## src/rtl/mem_loader.sv

```systemverilog
// mem_loader: turns a framed byte stream into 16-bit word writes for the
// instruction or data memory, and issues the processor start pulse.
//
// Frames:
//   load  : HDR, ADDR_H, ADDR_L, CNT_H, CNT_L, CNT x (DATA_H, DATA_L)
//   start : HDR only
//   HDR 0xA5 = instruction memory, 0x5A = data memory, 0xC3 = start.
//
// Ports:
//   clk, rst            rising-edge clock, asynchronous active-high reset
//   rx_data, rx_valid   incoming byte; accepted when rx_valid && rx_ready
//   rx_ready            loader can take a byte (registered)
//   iram_wr_en          one-cycle instruction-memory write strobe
//   dram_wr_en          one-cycle data-memory write strobe
//   wr_addr, wr_data    write word address / data, held outside a write
//   start               one-cycle processor start pulse
//   busy                a frame is in progress
//   err                 sticky protocol error, cleared by a valid header
module mem_loader #(
  parameter int unsigned ADDR_W  = 9,
  parameter int unsigned TIMEOUT = 1023
) (
  input  logic              clk,
  input  logic              rst,
  input  logic [7:0]        rx_data,
  input  logic              rx_valid,
  output logic              rx_ready,
  output logic              iram_wr_en,
  output logic              dram_wr_en,
  output logic [ADDR_W-1:0] wr_addr,
  output logic [15:0]       wr_data,
  output logic              start,
  output logic              busy,
  output logic              err
);

  localparam int unsigned TMO_W = $clog2(TIMEOUT + 1);
  localparam logic [7:0]  HDR_IRAM  = 8'hA5;
  localparam logic [7:0]  HDR_DRAM  = 8'h5A;
  localparam logic [7:0]  HDR_START = 8'hC3;
  // Address bits that must be zero for the target memory.
  localparam logic [15:0] ADDR_HI_MASK = 16'hFFFF << ADDR_W;

  typedef enum logic [2:0] {
    S_IDLE,
    S_ADDR_H,
    S_ADDR_L,
    S_CNT_H,
    S_CNT_L,
    S_DATA_H,
    S_DATA_L,
    S_WRITE
  } state_t;

  state_t              state_q;
  state_t              next_state;
  logic [7:0]          addr_h_q;
  logic [ADDR_W-1:0]   addr_q;
  logic [7:0]          cnt_h_q;
  logic [15:0]         cnt_rem_q;
  logic [7:0]          data_h_q;
  logic                is_iram_q;
  logic [TMO_W-1:0]    tmo_q;

  logic                accept;
  logic [15:0]         full_addr;
  logic [15:0]         full_cnt;
  logic                tmo_hit;
  logic                in_frame;
  logic                set_err;
  logic                clr_err;
  logic                fire_start;
  logic                load_write;

  assign accept    = rx_valid & rx_ready;
  assign full_addr = {addr_h_q, rx_data};
  assign full_cnt  = {cnt_h_q, rx_data};
  assign tmo_hit   = (tmo_q == TMO_W'(TIMEOUT - 1));
  // States in which the inter-byte timeout runs.
  assign in_frame  = (state_q != S_IDLE) && (state_q != S_WRITE);

  // State register.
  always_ff @(posedge clk or posedge rst) begin
    if (rst) begin
      state_q <= S_IDLE;
    end else begin
      state_q <= next_state;
    end
  end

  // Next-state and control decode.
  always_comb begin
    next_state = state_q;
    set_err    = 1'b0;
    clr_err    = 1'b0;
    fire_start = 1'b0;
    load_write = 1'b0;

    case (state_q)
      S_IDLE: begin
        if (accept) begin
          case (rx_data)
            HDR_IRAM, HDR_DRAM: begin
              clr_err    = 1'b1;
              next_state = S_ADDR_H;
            end
            HDR_START: begin
              clr_err    = 1'b1;
              fire_start = 1'b1;
            end
            default: set_err = 1'b1;
          endcase
        end
      end
      S_ADDR_H: if (accept) next_state = S_ADDR_L;
      S_ADDR_L: begin
        if (accept) begin
          if ((full_addr & ADDR_HI_MASK) != 16'd0) begin
            set_err    = 1'b1;
            next_state = S_IDLE;
          end else begin
            next_state = S_CNT_H;
          end
        end
      end
      S_CNT_H: if (accept) next_state = S_CNT_L;
      S_CNT_L: begin
        if (accept) begin
          next_state = (full_cnt == 16'd0) ? S_IDLE : S_DATA_H;
        end
      end
      S_DATA_H: if (accept) next_state = S_DATA_L;
      S_DATA_L: begin
        if (accept) begin
          load_write = 1'b1;
          next_state = S_WRITE;
        end
      end
      S_WRITE: begin
        next_state = (cnt_rem_q == 16'd1) ? S_IDLE : S_DATA_H;
      end
      default: next_state = S_IDLE;
    endcase

    // A stalled frame is abandoned; any half-received word is dropped.
    if (in_frame && !accept && tmo_hit) begin
      next_state = S_IDLE;
      set_err    = 1'b1;
      load_write = 1'b0;
    end
  end

  // Registered outputs.
  always_ff @(posedge clk or posedge rst) begin
    if (rst) begin
      rx_ready   <= 1'b0;
      busy       <= 1'b0;
      start      <= 1'b0;
      iram_wr_en <= 1'b0;
      dram_wr_en <= 1'b0;
      wr_addr    <= '0;
      wr_data    <= 16'd0;
      err        <= 1'b0;
    end else begin
      rx_ready   <= (next_state != S_WRITE);
      busy       <= (next_state != S_IDLE);
      start      <= fire_start;
      iram_wr_en <= load_write & is_iram_q;
      dram_wr_en <= load_write & ~is_iram_q;
      if (load_write) begin
        wr_addr <= addr_q;
        wr_data <= {data_h_q, rx_data};
      end
      if (set_err) begin
        err <= 1'b1;
      end else if (clr_err) begin
        err <= 1'b0;
      end
    end
  end

  // Frame field capture, address/count stepping.
  always_ff @(posedge clk or posedge rst) begin
    if (rst) begin
      addr_h_q  <= 8'd0;
      addr_q    <= '0;
      cnt_h_q   <= 8'd0;
      cnt_rem_q <= 16'd0;
      data_h_q  <= 8'd0;
      is_iram_q <= 1'b0;
    end else begin
      if (accept) begin
        case (state_q)
          S_IDLE: begin
            if (rx_data == HDR_IRAM || rx_data == HDR_DRAM) begin
              is_iram_q <= (rx_data == HDR_IRAM);
            end
          end
          S_ADDR_H: addr_h_q  <= rx_data;
          S_ADDR_L: addr_q    <= full_addr[ADDR_W-1:0];
          S_CNT_H:  cnt_h_q   <= rx_data;
          S_CNT_L:  cnt_rem_q <= full_cnt;
          S_DATA_H: data_h_q  <= rx_data;
          default: ;
        endcase
      end
      // Address wraps naturally at the memory size.
      if (state_q == S_WRITE) begin
        addr_q    <= addr_q + ADDR_W'(1);
        cnt_rem_q <= cnt_rem_q - 16'd1;
      end
    end
  end

  // Inter-byte idle counter.
  always_ff @(posedge clk or posedge rst) begin
    if (rst) begin
      tmo_q <= '0;
    end else if (accept || !in_frame || next_state == S_IDLE) begin
      tmo_q <= '0;
    end else begin
      tmo_q <= tmo_q + TMO_W'(1);
    end
  end

endmodule
```

## config.mk

```make
export PLATFORM = sky130hd
export DESIGN_NAME = mem_loader
export DESIGN_NICKNAME = d
export VERILOG_FILES = /design/src/rtl/mem_loader.sv
export SDC_FILE = /design/constraint.sdc
export NUM_CORES = 1
export LEC_CHECK = 0
export ABC_AREA = 1
export CAP_MARGIN = 20
export CORE_AREA = 2 2 135 84
export CTS_CLUSTER_DIAMETER = 40
export CTS_CLUSTER_SIZE = 20
export DETAILED_ROUTE_END_ITERATION = 10
export DIE_AREA = 0 0 137 86
export GPL_ROUTABILITY_DRIVEN = 0
export GPL_TIMING_DRIVEN = 0
export HOLD_SLACK_MARGIN = 0.06
export PLACE_DENSITY = 0.68
export SLEW_MARGIN = 20
export SYNTH_ARGS = -nofsm -noshare
export SYNTH_HDL_FRONTEND = slang
export SYNTH_SLANG_ARGS = --single-unit
```

## constraint.sdc

```tcl
create_clock -name clk -period 3.24 [get_ports clk]
set_input_delay 0.324 -clock clk [delete_from_list [all_inputs] [get_ports clk]]
set_output_delay 0.324 -clock clk [all_outputs]
set_load 0.005 [all_outputs]
```

==> flow_metrics.env, run 1 <==
export IMPL_drc_errors=0
export IMPL_synth_top_area_frac=0.527
export IMPL_seq_power_share=0.478
export IMPL_startpoint_type="input port"
export IMPL_critPathSlowestCell="clkdlybuf4s50_1"
export IMPL_synth_edff_count=0
export IMPL_rsz0062_at_grt="no"
export IMPL_power_frac_comb=0.242
export IMPL_powerDensity_nw_per_um2=685
export IMPL_syn_to_final_growth_pct=20.4
export IMPL_max_cap_violations=0
export IMPL_rows=29
export IMPL_crit_start="rx_data[1]"
export IMPL_cp_end_kind="register"
export IMPL_netlist_area_um2=4470
export IMPL_hold_viol_final=0
export IMPL_grt_pass1_vias=3745
export IMPL_crit_required_ns=3.51
export IMPL_cts_buffers=9
export IMPL_die_h_um=86
export IMPL_diodes=0
export IMPL_relSlewSlack=0.645
export IMPL_period_share=0.627
export IMPL_grt_usage=0.210
export IMPL_yosys_top_cells_count="nand2_1 (123), dfrtp_1 (94), inv_1 (66), o21ai_0 (64), nor2_1 (54)"
export IMPL_cts_root_buf="clkbuf_16"
export IMPL_synth_top_cells_by_area="dfrtp_1 (53%), nand2_1 (10%), o21ai_0 (7.2%), inv_1 (5.5%), nor2_1 (4.5%)"
export IMPL_path_clk_slew_ns=0.07
export IMPL_antenna_found_initial=0
export IMPL_clockBufferDepth=2
export IMPL_status="completed"
export IMPL_cts_num_sinks=94
export IMPL_path_class="input port to register"
export IMPL_cts_resized=0
export IMPL_viasPerCell=5.28
export IMPL_yosysTopAreaCell="dfrtp_1"
export IMPL_internal_power_w=0.00245
export IMPL_synth_cells=535
export IMPL_clock_latency_ns=0.35
export IMPL_drt_iter0_markers=393
export IMPL_rr_startpoint="rx_ready$_DFF_PP0_"
export IMPL_timing_fmax_ghz=0.492
export IMPL_clock_power_share=0.280
export IMPL_synth_fp_nets=551
export IMPL_grt_max_degree=50
export IMPL_ir_drop_v=0.000309
export IMPL_synth_seq_cells=94
export IMPL_worst_pin_slew_ns=0.533
export IMPL_portBuffers=41
export IMPL_drv_slew=0
export IMPL_switching_share=0.336
export IMPL_cp_arrival_ns=2.30
export IMPL_ant_nets=0
export IMPL_tritoncts="done"
export IMPL_worst_path_max_fanout=10
export IMPL_multi_input_area_um2=1800
export IMPL_die_area_um2=11800
export IMPL_layout_drive_gt1_share=0.0556
export IMPL_postSynthAreaPerCell_um2=8.35
export IMPL_grt_first_pass_wirelength_um=19000
export IMPL_wire_per_inst_um=15.4
export IMPL_first_pass_iters=5
export IMPL_post_cts_buffers=0
export IMPL_register_area_um2=2350
export IMPL_clock_skew_ns=0.00772
export IMPL_pre_cts_ws_ns=0.895
export IMPL_yosysSeqAreaShare=0.527
export IMPL_cts_hold_buf=0
export IMPL_leakage_nw=2.44
export IMPL_synthFlopType="dfrtp_1"
export IMPL_finalSetupTns_ns=0
export IMPL_core_area_um2=10500
export IMPL_critPathMaxStageDelay_ns=0.56
export IMPL_crit_path_cell_trace="clkdlybuf4s50_1, inv_1, nand4_1, or2_1, nand2_1, nand3_1, nand3_1, nand2_1, nand2_2, nand2_4, nor2_1"
export IMPL_boundaryPins=42
export IMPL_final_nets=604
export IMPL_gr_total_overflow=0
export IMPL_fin_crit_ns=2.03
export IMPL_start_util=0.427
export IMPL_yosysWarnings=0
export IMPL_die_x_um=137
export IMPL_synth_async_reset_ratio=1.00
export IMPL_wl_um=11300
export IMPL_hp_class="input port to asynchronous set/reset pin"
export IMPL_final_util=0.514
export IMPL_dr_total_vias=3864
export IMPL_finalSetupViolCount=0
export IMPL_fillers=995
export IMPL_finalWorstSetupSlack_ns=1.21
export IMPL_p_total_w=0.00368
export IMPL_p_sw_w=0.00124
export IMPL_synth_most_common_cell="nand2_1"
export IMPL_yosysUniqueCellTypes=36
export IMPL_place_detailed_hpwl_um=8220
export IMPL_h_tree_depth=3
## through the flow
stage | std cells | area (µm²) | hold slack (ns)
floorplan | 535 | 4470 | 0.426
global placement | 715 | 5050 | 0.460
detailed placement | 716 | 5080 | 0.462
CTS | 732 | 5380 | 0.384
global route | 732 | 5380 | 0.409
finish | 732 | 5380 | 0.356
## area by class of cell
| type | instances | area share |
|---|---|---|
| Sequential cell | 94 | 0.438 |
| Multi-Input combinational cell | 360 | 0.335 |
| Timing Repair Buffer | 42 | 0.0815 |
| Inverter | 68 | 0.0484 |
| Clock buffer | 9 | 0.0419 |
| Tap cell | 139 | 0.0324 |
| Clock inverter | 7 | 0.0126 |
| Buffer | 13 | 0.0107 |
## flip-flops by register name (all words and copies together) (netlist names), 3 cells and up
name,flops
cnt_rem_q,16
cnt_h_q,8
state_q,3
wr_data,16
data_h_q,8
tmo_q,10
addr_q,9
wr_addr,9
addr_h_q,8
## power by group through the flow
stage                     combinational, W  clock, W  sequential (W)
after CTS                         0.000891   0.00105         0.00175
final                             0.000891   0.00103         0.00176
after floorplan                   0.000576         0         0.00172
after global placement            0.000845         0         0.00177
after detailed placement          0.000883         0         0.00177
after global routing               0.00103   0.00111         0.00181
## critical path: cells and delay by family
family	cells	cell delay (ns)
AND/OR/NAND/NOR	9	1.10
buffers and inverters	2	0.88
## layer usage
metal | share of wire | GRT usage
met5 | 0 | 0
met2 | 0.40 | 0.287
met4 | 0.0089 | 0.0497
met1 | 0.50 | 0.329
met3 | 0.084 | 0.0544
## layout by cell type (no fill, tap or decap), types with 4 or more instances in the layout
cell,Yosys,routed
nand2_1,123,123
dfrtp_1,94,94
inv_1,66,65
o21ai_0,64,64
nor2_1,54,54
clkdlybuf4s50_1,0,41
nand3_1,30,30
o211ai_1,13,13
clkbuf_1,10,10
xor2_1,10,10
nand4_1,9,9
clkbuf_16,0,9
a21oi_1,8,8
nor3_1,5,5
ha_1,5,5
nand2_2,4,4
o311ai_0,4,4
## logic make-up after synthesis
kind of cell / synth area share
simple gates: 0.230
compound gates: 0.131
flops: 0.527
buf+inv: 0.0700
xor+xnor: 0.0255
fa+ha+maj: 0.0140
mux: 0.00252
## worst paths after layout
check	slack (ns)	end	cells past startpoint
min in group clk	0.48	dram_wr_en$_DFF_PP0_	1
max in group asynchronous	2.29	wr_addr[5]$_DFFE_PP0P_	3
worst max-delay path	1.21	tmo_q[3]$_DFF_PP0_	11
worst max register to register	1.30	cnt_rem_q[9]$_DFFE_PP0P_	6
worst min register to register	0.48	dram_wr_en$_DFF_PP0_	1
worst min-delay path	0.36	iram_wr_en$_DFF_PP0_	2
No activity file was read; power rests on OpenSTA's default activity.
==> run 2: changes to the inputs <==
--- a/config.mk
+++ b/config.mk
@@ -15,7 +15,7 @@
 export GPL_ROUTABILITY_DRIVEN = 0
 export GPL_TIMING_DRIVEN = 0
 export HOLD_SLACK_MARGIN = 0.06
-export PLACE_DENSITY = 0.68
+export PLACE_DENSITY = 0.7
 export SLEW_MARGIN = 20
 export SYNTH_ARGS = -nofsm -noshare
 export SYNTH_HDL_FRONTEND = slang
==> constraint.sdc (replaced) <==
create_clock -name clk -period 1.67 [get_ports clk]
set_input_delay 0.167 -clock clk [delete_from_list [all_inputs] [get_ports clk]]
set_output_delay 0.167 -clock clk [all_outputs]
set_load 0.005 [all_outputs]
==> run 2 against run 1 <==
Net effect: the flow now finishes with violations (setup timing); critical path type is now register to register; sequential share of layout area is 3.2 points lower; worst setup slack worse by 1.2 ns; sequential cell count stayed put; non-clock buffer count is 24 higher; worst hold slack worse by 0.11 ns; register-to-register slack worse by 1.3 ns; via count is 5.7% higher.
==> flow_metrics.env, run 2 (synthesized netlist as in run 1, its figures left out) <==
export IMPL_rrSetupSlack_ns=-0.02
export IMPL_path_clk_slew_ns=0.06
export IMPL_final_common_cell="nand2_1"
export IMPL_antenna_found_initial=0
export IMPL_r2r_end="tmo_q[5]$_DFF_PP0_"
export IMPL_gr_total_overflow=0
export IMPL_tritoncts="done"
export IMPL_violations="setup timing"
export IMPL_cp_arrival_ns=1.93
export IMPL_worst_path_max_fanout=5
export IMPL_p_total_w=0.00773
export IMPL_worst_pin_slew_ns=0.730
export IMPL_powerDensity_nw_per_um2=1330
export IMPL_rr_startpoint="cnt_rem_q[5]$_DFFE_PP0P_"
export IMPL_drv_slew=0
export IMPL_leakage_nw=2.65
export IMPL_rows=29
export IMPL_wl_um=12300
export IMPL_cts_hold_buf=0
export IMPL_multi_input_area_um2=2020
export IMPL_status="finished, violations left"
export IMPL_rsz0062_at_grt="yes"
export IMPL_core_area_um2=10500
export IMPL_drt_iter0_markers=423
export IMPL_viasPerCell=5.40
export IMPL_ir_drop_v=0.000730
export IMPL_relSlewSlack=0.512
export IMPL_pre_cts_ws_ns=-0.529
export IMPL_whs_ns=0.248
export IMPL_first_pass_iters=5
export IMPL_finalWorstSetupSlack_ns=-0.0248
export IMPL_whs_endpoint="cnt_h_q[7]$_DFFE_PP0P_"
export IMPL_boundaryPins=42
export IMPL_crit_required_ns=1.90
export IMPL_path_class="register to register"
export IMPL_fillers=928
export IMPL_clock_skew_ns=0.00993
export IMPL_hp_class="input port to register"
export IMPL_die_area_um2=11800
export IMPL_min_from="rx_data[7]"
export IMPL_final_nets=629
export IMPL_portBuffers=41
export IMPL_die_h_um=86
export IMPL_cp_end_kind="register"
export IMPL_finalSetupViolCount=12
export IMPL_timing_fmax_ghz=0.590
export IMPL_finalInstanceArea_um2=5820
export IMPL_dr_total_vias=4083
export IMPL_grt_first_pass_wirelength_um=19400
export IMPL_hold_depth=3
export IMPL_grt_max_degree=34
export IMPL_cts_num_sinks=94
export IMPL_die_x_um=137
export IMPL_syn_to_final_growth_pct=30.3
export IMPL_period_share=1.01
export IMPL_place_area_um2=5090
export IMPL_diodes=0
export IMPL_cts_root_buf="clkbuf_16"
export IMPL_drc_errors=0
export IMPL_ant_nets=0
export IMPL_wire_per_inst_um=16.3
export IMPL_clockBufferDepth=2
export IMPL_start_util=0.427
export IMPL_fin_crit_ns=1.69
export IMPL_h_tree_depth=3
export IMPL_cts_buffers=9
export IMPL_reg2regPathDepth=10
export IMPL_register_area_um2=2360
export IMPL_finalSetupTns_ns=-0.150
export IMPL_final_cell_mix="nand2_1 (113), dfrtp_1 (90), o21ai_0 (59)"
export IMPL_startpoint_type="register"
export IMPL_max_cap_violations=0
export IMPL_grt_usage=0.215
export IMPL_grt_pass1_vias=3744
export IMPL_place_detailed_hpwl_um=8200
export IMPL_layout_drive_gt1_share=0.191
export IMPL_clock_latency_ns=0.35
export IMPL_top_regs="cnt_rem_q: 16 flops, wr_data: 16 flops, tmo_q: 10 flops"
export IMPL_hold_viol_final=0
run 2: changes by cell type in the layout (fill, tap and decap cells not counted), moves of 7 or more:
cell	before	now
dlygate4sd2_1	0	7
nor2_4	1	9
nor2_1	54	39
buf_4	2	23
inv_2	2	13
nor2_2	2	9
inv_1	65	54
nand2_1	123	113
clkdlybuf4s50_1	41	33
run 2: power breakdown:
group          switching (W)  internal, W  total [W]  leakage (nW)
Clock               0.000892      0.00124    0.00213         0.152
Combinational        0.00113     0.000936    0.00207          1.30
Sequential          0.000570      0.00296    0.00353          1.19
Total                0.00259      0.00514    0.00773          2.65
run 2: critical path, stage by stage (launching register included):
cell and delay (ns):
dfrtp_1 0.47, nor2_2 0.18, nand2_1 0.10, nor2_2 0.11, nand2_2 0.10, nand2_2 0.09, nand3_2 0.10, o21ai_2 0.19
nand2_4 0.10, nand2_4 0.09, nor2_1 0.05
run 2: worst max path at each step:
stage / slack, ns / cells past startpoint / endpoint / start
2_1_floorplan: 0.18 / 9 / cnt_rem_q[10]$_DFFE_PP0P_ / cnt_rem_q[0]$_DFFE_PP0P_
3_3_place_gp: -0.60 / 2 / dram_wr_en$_DFF_PP0_ / rst
3_5_place_dp: -0.53 / 11 / tmo_q[9]$_DFF_PP0_ / rx_data[1]
4_1_cts: -0.01 / 8 / cnt_rem_q[14]$_DFFE_PP0P_ / cnt_rem_q[0]$_DFFE_PP0P_
5_1_grt: -0.11 / 9 / tmo_q[1]$_DFF_PP0_ / state_q[2]$_DFF_PP0_
6_report: -0.02 / 10 / tmo_q[5]$_DFF_PP0_ / cnt_rem_q[5]$_DFFE_PP0P_
run 2: stage by stage:
stage          instances  utilization
2_1_floorplan        535            -
3_3_place_gp         715        0.484
3_5_place_dp         717        0.487
4_1_cts              743        0.531
5_1_grt              756        0.557
6_report             756        0.557
run 2: routing by layer:
layer | vias to the layer above | track usage | routed length, µm
li1 | 1909 | - | -
met1 | 1996 | 0.333 | 5990
met2 | 165 | 0.283 | 5090
met3 | 13 | 0.0691 | 1080
met4 | 0 | 0.0619 | 127
met5 | - | 0 | 0
run 2: area by class of cell:
type                       instances  area share
timing repair buffer              66       0.106
inverter                          68      0.0445
sequential                        94       0.405
clock buffer                      11      0.0435
buffer                            13      0.0133
multi-input combinational        361       0.348
clock inverter                     4     0.00968
tap                              139      0.0299
run 2: what timing repair did:
| action | in CTS | in global routing |
|---|---|---|
| setup buffers | 10 | 13 |
| gates resized for setup | 39 | 60 |
| pin swaps | 6 | 14 |
| endpoints found under the hold margin | 0 | 0 |
| gates cloned | 1 | 0 |
| endpoints found under the setup margin | 32 | 52 |
==> run 3: changes to the inputs <==
==> constraint.sdc (replaced) <==
create_clock -name clk -period 1.5 [get_ports clk]
set_input_delay 0.15 -clock clk [delete_from_list [all_inputs] [get_ports clk]]
set_output_delay 0.15 -clock clk [all_outputs]
set_load 0.005 [all_outputs]
==> run 3 against run 2 <==
Net effect: the run still ends with setup timing left; sequential cell count unchanged; core utilization increased by 6.4 points; total power increased by 18%; via count increased by 6.7%; register-to-register slack got worse by 0.21 ns; clock power increased by 12%; clock skew decreased by 0.0030 ns; routed wire length increased by 15%; design area increased by 11%; non-clock buffer count increased by 44; critical path depth decreased by 1; largest cell class unchanged; highest routed layer unchanged.
==> flow_metrics.env, run 3 (synthesized netlist as in run 1, its figures left out) <==
export IMPL_gr_total_overflow=0
export IMPL_critPathBufInv=3
export IMPL_final_util=0.620
export IMPL_worst_pin_slew_ns=0.747
export IMPL_crit_path_frequent_cell="buf_4"
export IMPL_cp_top_family="flip-flops"
export IMPL_finalSetupViolCount=51
export IMPL_die_h_um=86
export IMPL_fillers=840
export IMPL_hold_viol_final=0
export IMPL_worst_path_max_fanout=4
export IMPL_critPathSlowestCell="dfrtp_1"
export IMPL_cp_end_kind="register"
export IMPL_wire_per_inst_um=17.6
export IMPL_h_tree_depth=3
export IMPL_final_common_cell="nand2_1"
export IMPL_period_share=1.16
export IMPL_clockBufferDepth=2
export IMPL_drt_iter0_markers=451
export IMPL_core_area_um2=10500
export IMPL_register_area_um2=2360
export IMPL_startpoint_type="register"
export IMPL_place_detailed_hpwl_um=8200
export IMPL_layout_drive_gt1_share=0.303
export IMPL_portBuffers=41
export IMPL_drc_errors=0
export IMPL_die_area_um2=11800
export IMPL_wl_um=14100
export IMPL_fin_crit_ns=1.73
export IMPL_top_regs="cnt_rem_q: 16 flops, wr_data: 16 flops, tmo_q: 10 flops"
export IMPL_max_cap_violations=0
export IMPL_cts_hold_buf=0
export IMPL_status="finished, violations left"
export IMPL_tritoncts="done"
export IMPL_clock_latency_ns=0.35
export IMPL_final_nets=673
export IMPL_cts_buffers=9
export IMPL_whs_ns=0.276
export IMPL_cts_root_buf="clkbuf_16"
export IMPL_syn_to_final_growth_pct=45.1
export IMPL_path_clk_slew_ns=0.07
export IMPL_rsz0062_at_grt="yes"
export IMPL_rows=29
export IMPL_grt_usage=0.225
export IMPL_ant_nets=0
export IMPL_powerDensity_nw_per_um2=1410
export IMPL_rr_startpoint="cnt_rem_q[1]$_DFFE_PP0P_"
export IMPL_relSlewSlack=0.501
export IMPL_cp_arrival_ns=1.95
export IMPL_finalNonFillerCells=800
export IMPL_die_x_um=137
export IMPL_finalWorstSetupSlack_ns=-0.233
export IMPL_finalSetupTns_ns=-5.07
export IMPL_crit_path_cell_trace="inv_2, ha_2, nand2_4, nor3_4, buf_4, buf_4, a21oi_1, o21ai_0, o211ai_1"
export IMPL_crit_required_ns=1.71
export IMPL_leakage_nw=2.98
export IMPL_start_util=0.427
export IMPL_clock_skew_ns=0.00689
export IMPL_timing_fmax_ghz=0.577
export IMPL_finalInstanceArea_um2=6480
export IMPL_ir_drop_v=0.000841
export IMPL_grt_pass1_vias=3941
export IMPL_place_area_um2=5090
export IMPL_drv_slew=0
export IMPL_grt_max_degree=34
export IMPL_dr_total_vias=4358
export IMPL_violations="setup timing"
export IMPL_critPathMaxStageDelay_ns=0.40
export IMPL_cts_num_sinks=94
export IMPL_boundaryPins=42
export IMPL_final_cell_mix="nand2_1 (109), dfrtp_1 (88), o21ai_0 (52)"
export IMPL_hp_class="input port to asynchronous set/reset pin"
export IMPL_dp_cells=717
export IMPL_antenna_found_initial=0
export IMPL_viasPerCell=5.45
export IMPL_path_class="register to register"
export IMPL_diodes=0
export IMPL_multi_input_area_um2=2210
export IMPL_grt_first_pass_wirelength_um=20400
export IMPL_crit_start="cnt_rem_q[1]$_DFFE_PP0P_"
export IMPL_first_pass_iters=5
## run 3: cell count changes in the layout (fill, tap and decap cells not counted), sizes merged
| cell | before | now |
|---|---|---|
| clkbuf | 20 | 17 |
| dlygate4sd2 | 7 | 8 |
| dlymetal6s2s | 1 | 0 |
| buf | 29 | 76 |
## run 3: stage by stage
step	power, W	worst slack, ns
after global routing	0.00968	-0.330
after floorplan	0.00497	0.00874
after global placement	0.00564	-0.749
after detailed placement	0.00574	-0.682
final	0.00915	-0.233
after CTS	0.00856	-0.155
## run 3: timing repair
action / 4_1_cts / 5_1_grt
setup buffers: 30 / 38
gates cloned: 1 / 1
pin swaps: 25 / 40
resized for setup: 83 / 111
setup endpoints to repair: 85 / 82
## run 3: power breakdown
group / leakage (nW) / internal, W / total [W] / switching (W)
combinational: 1.63 / 0.00133 / 0.00286 / 0.00153
clock: 0.152 / 0.00138 / 0.00238 / 0.000997
sequential: 1.19 / 0.00331 / 0.00391 / 0.000602
total: 2.98 / 0.00602 / 0.00915 / 0.00313
## run 3: routing by layer
metal / track usage / share of wire
met5: 0 / 0
met4: 0.0656 / 0.018
met1: 0.337 / 0.45
met3: 0.0691 / 0.083
met2: 0.312 / 0.45
## run 3: final cells by class
cell class / count / share of cell area
sequential: 94 / 0.364
multi-input combinational: 361 / 0.341
timing repair buffer: 110 / 0.160
inverter: 68 / 0.0431
clock buffer: 11 / 0.0390
tap: 139 / 0.0268
buffer: 13 / 0.0168
clock inverter: 4 / 0.00869
## run 3: worst paths after layout
check                      cells after the start                        to  slack (ns)
max                                            9  cnt_rem_q[6]$_DFFE_PP0P_       -0.23
min                                            2    wr_addr[2]$_DFFE_PP0P_        0.28
max reg2reg                                    9  cnt_rem_q[6]$_DFFE_PP0P_       -0.23
min reg2reg                                    1      dram_wr_en$_DFF_PP0_        0.48
max in group asynchronous                      3      state_q[0]$_DFF_PP0_        0.59
min in group clk                               3   data_h_q[2]$_DFFE_PP0P_        0.33
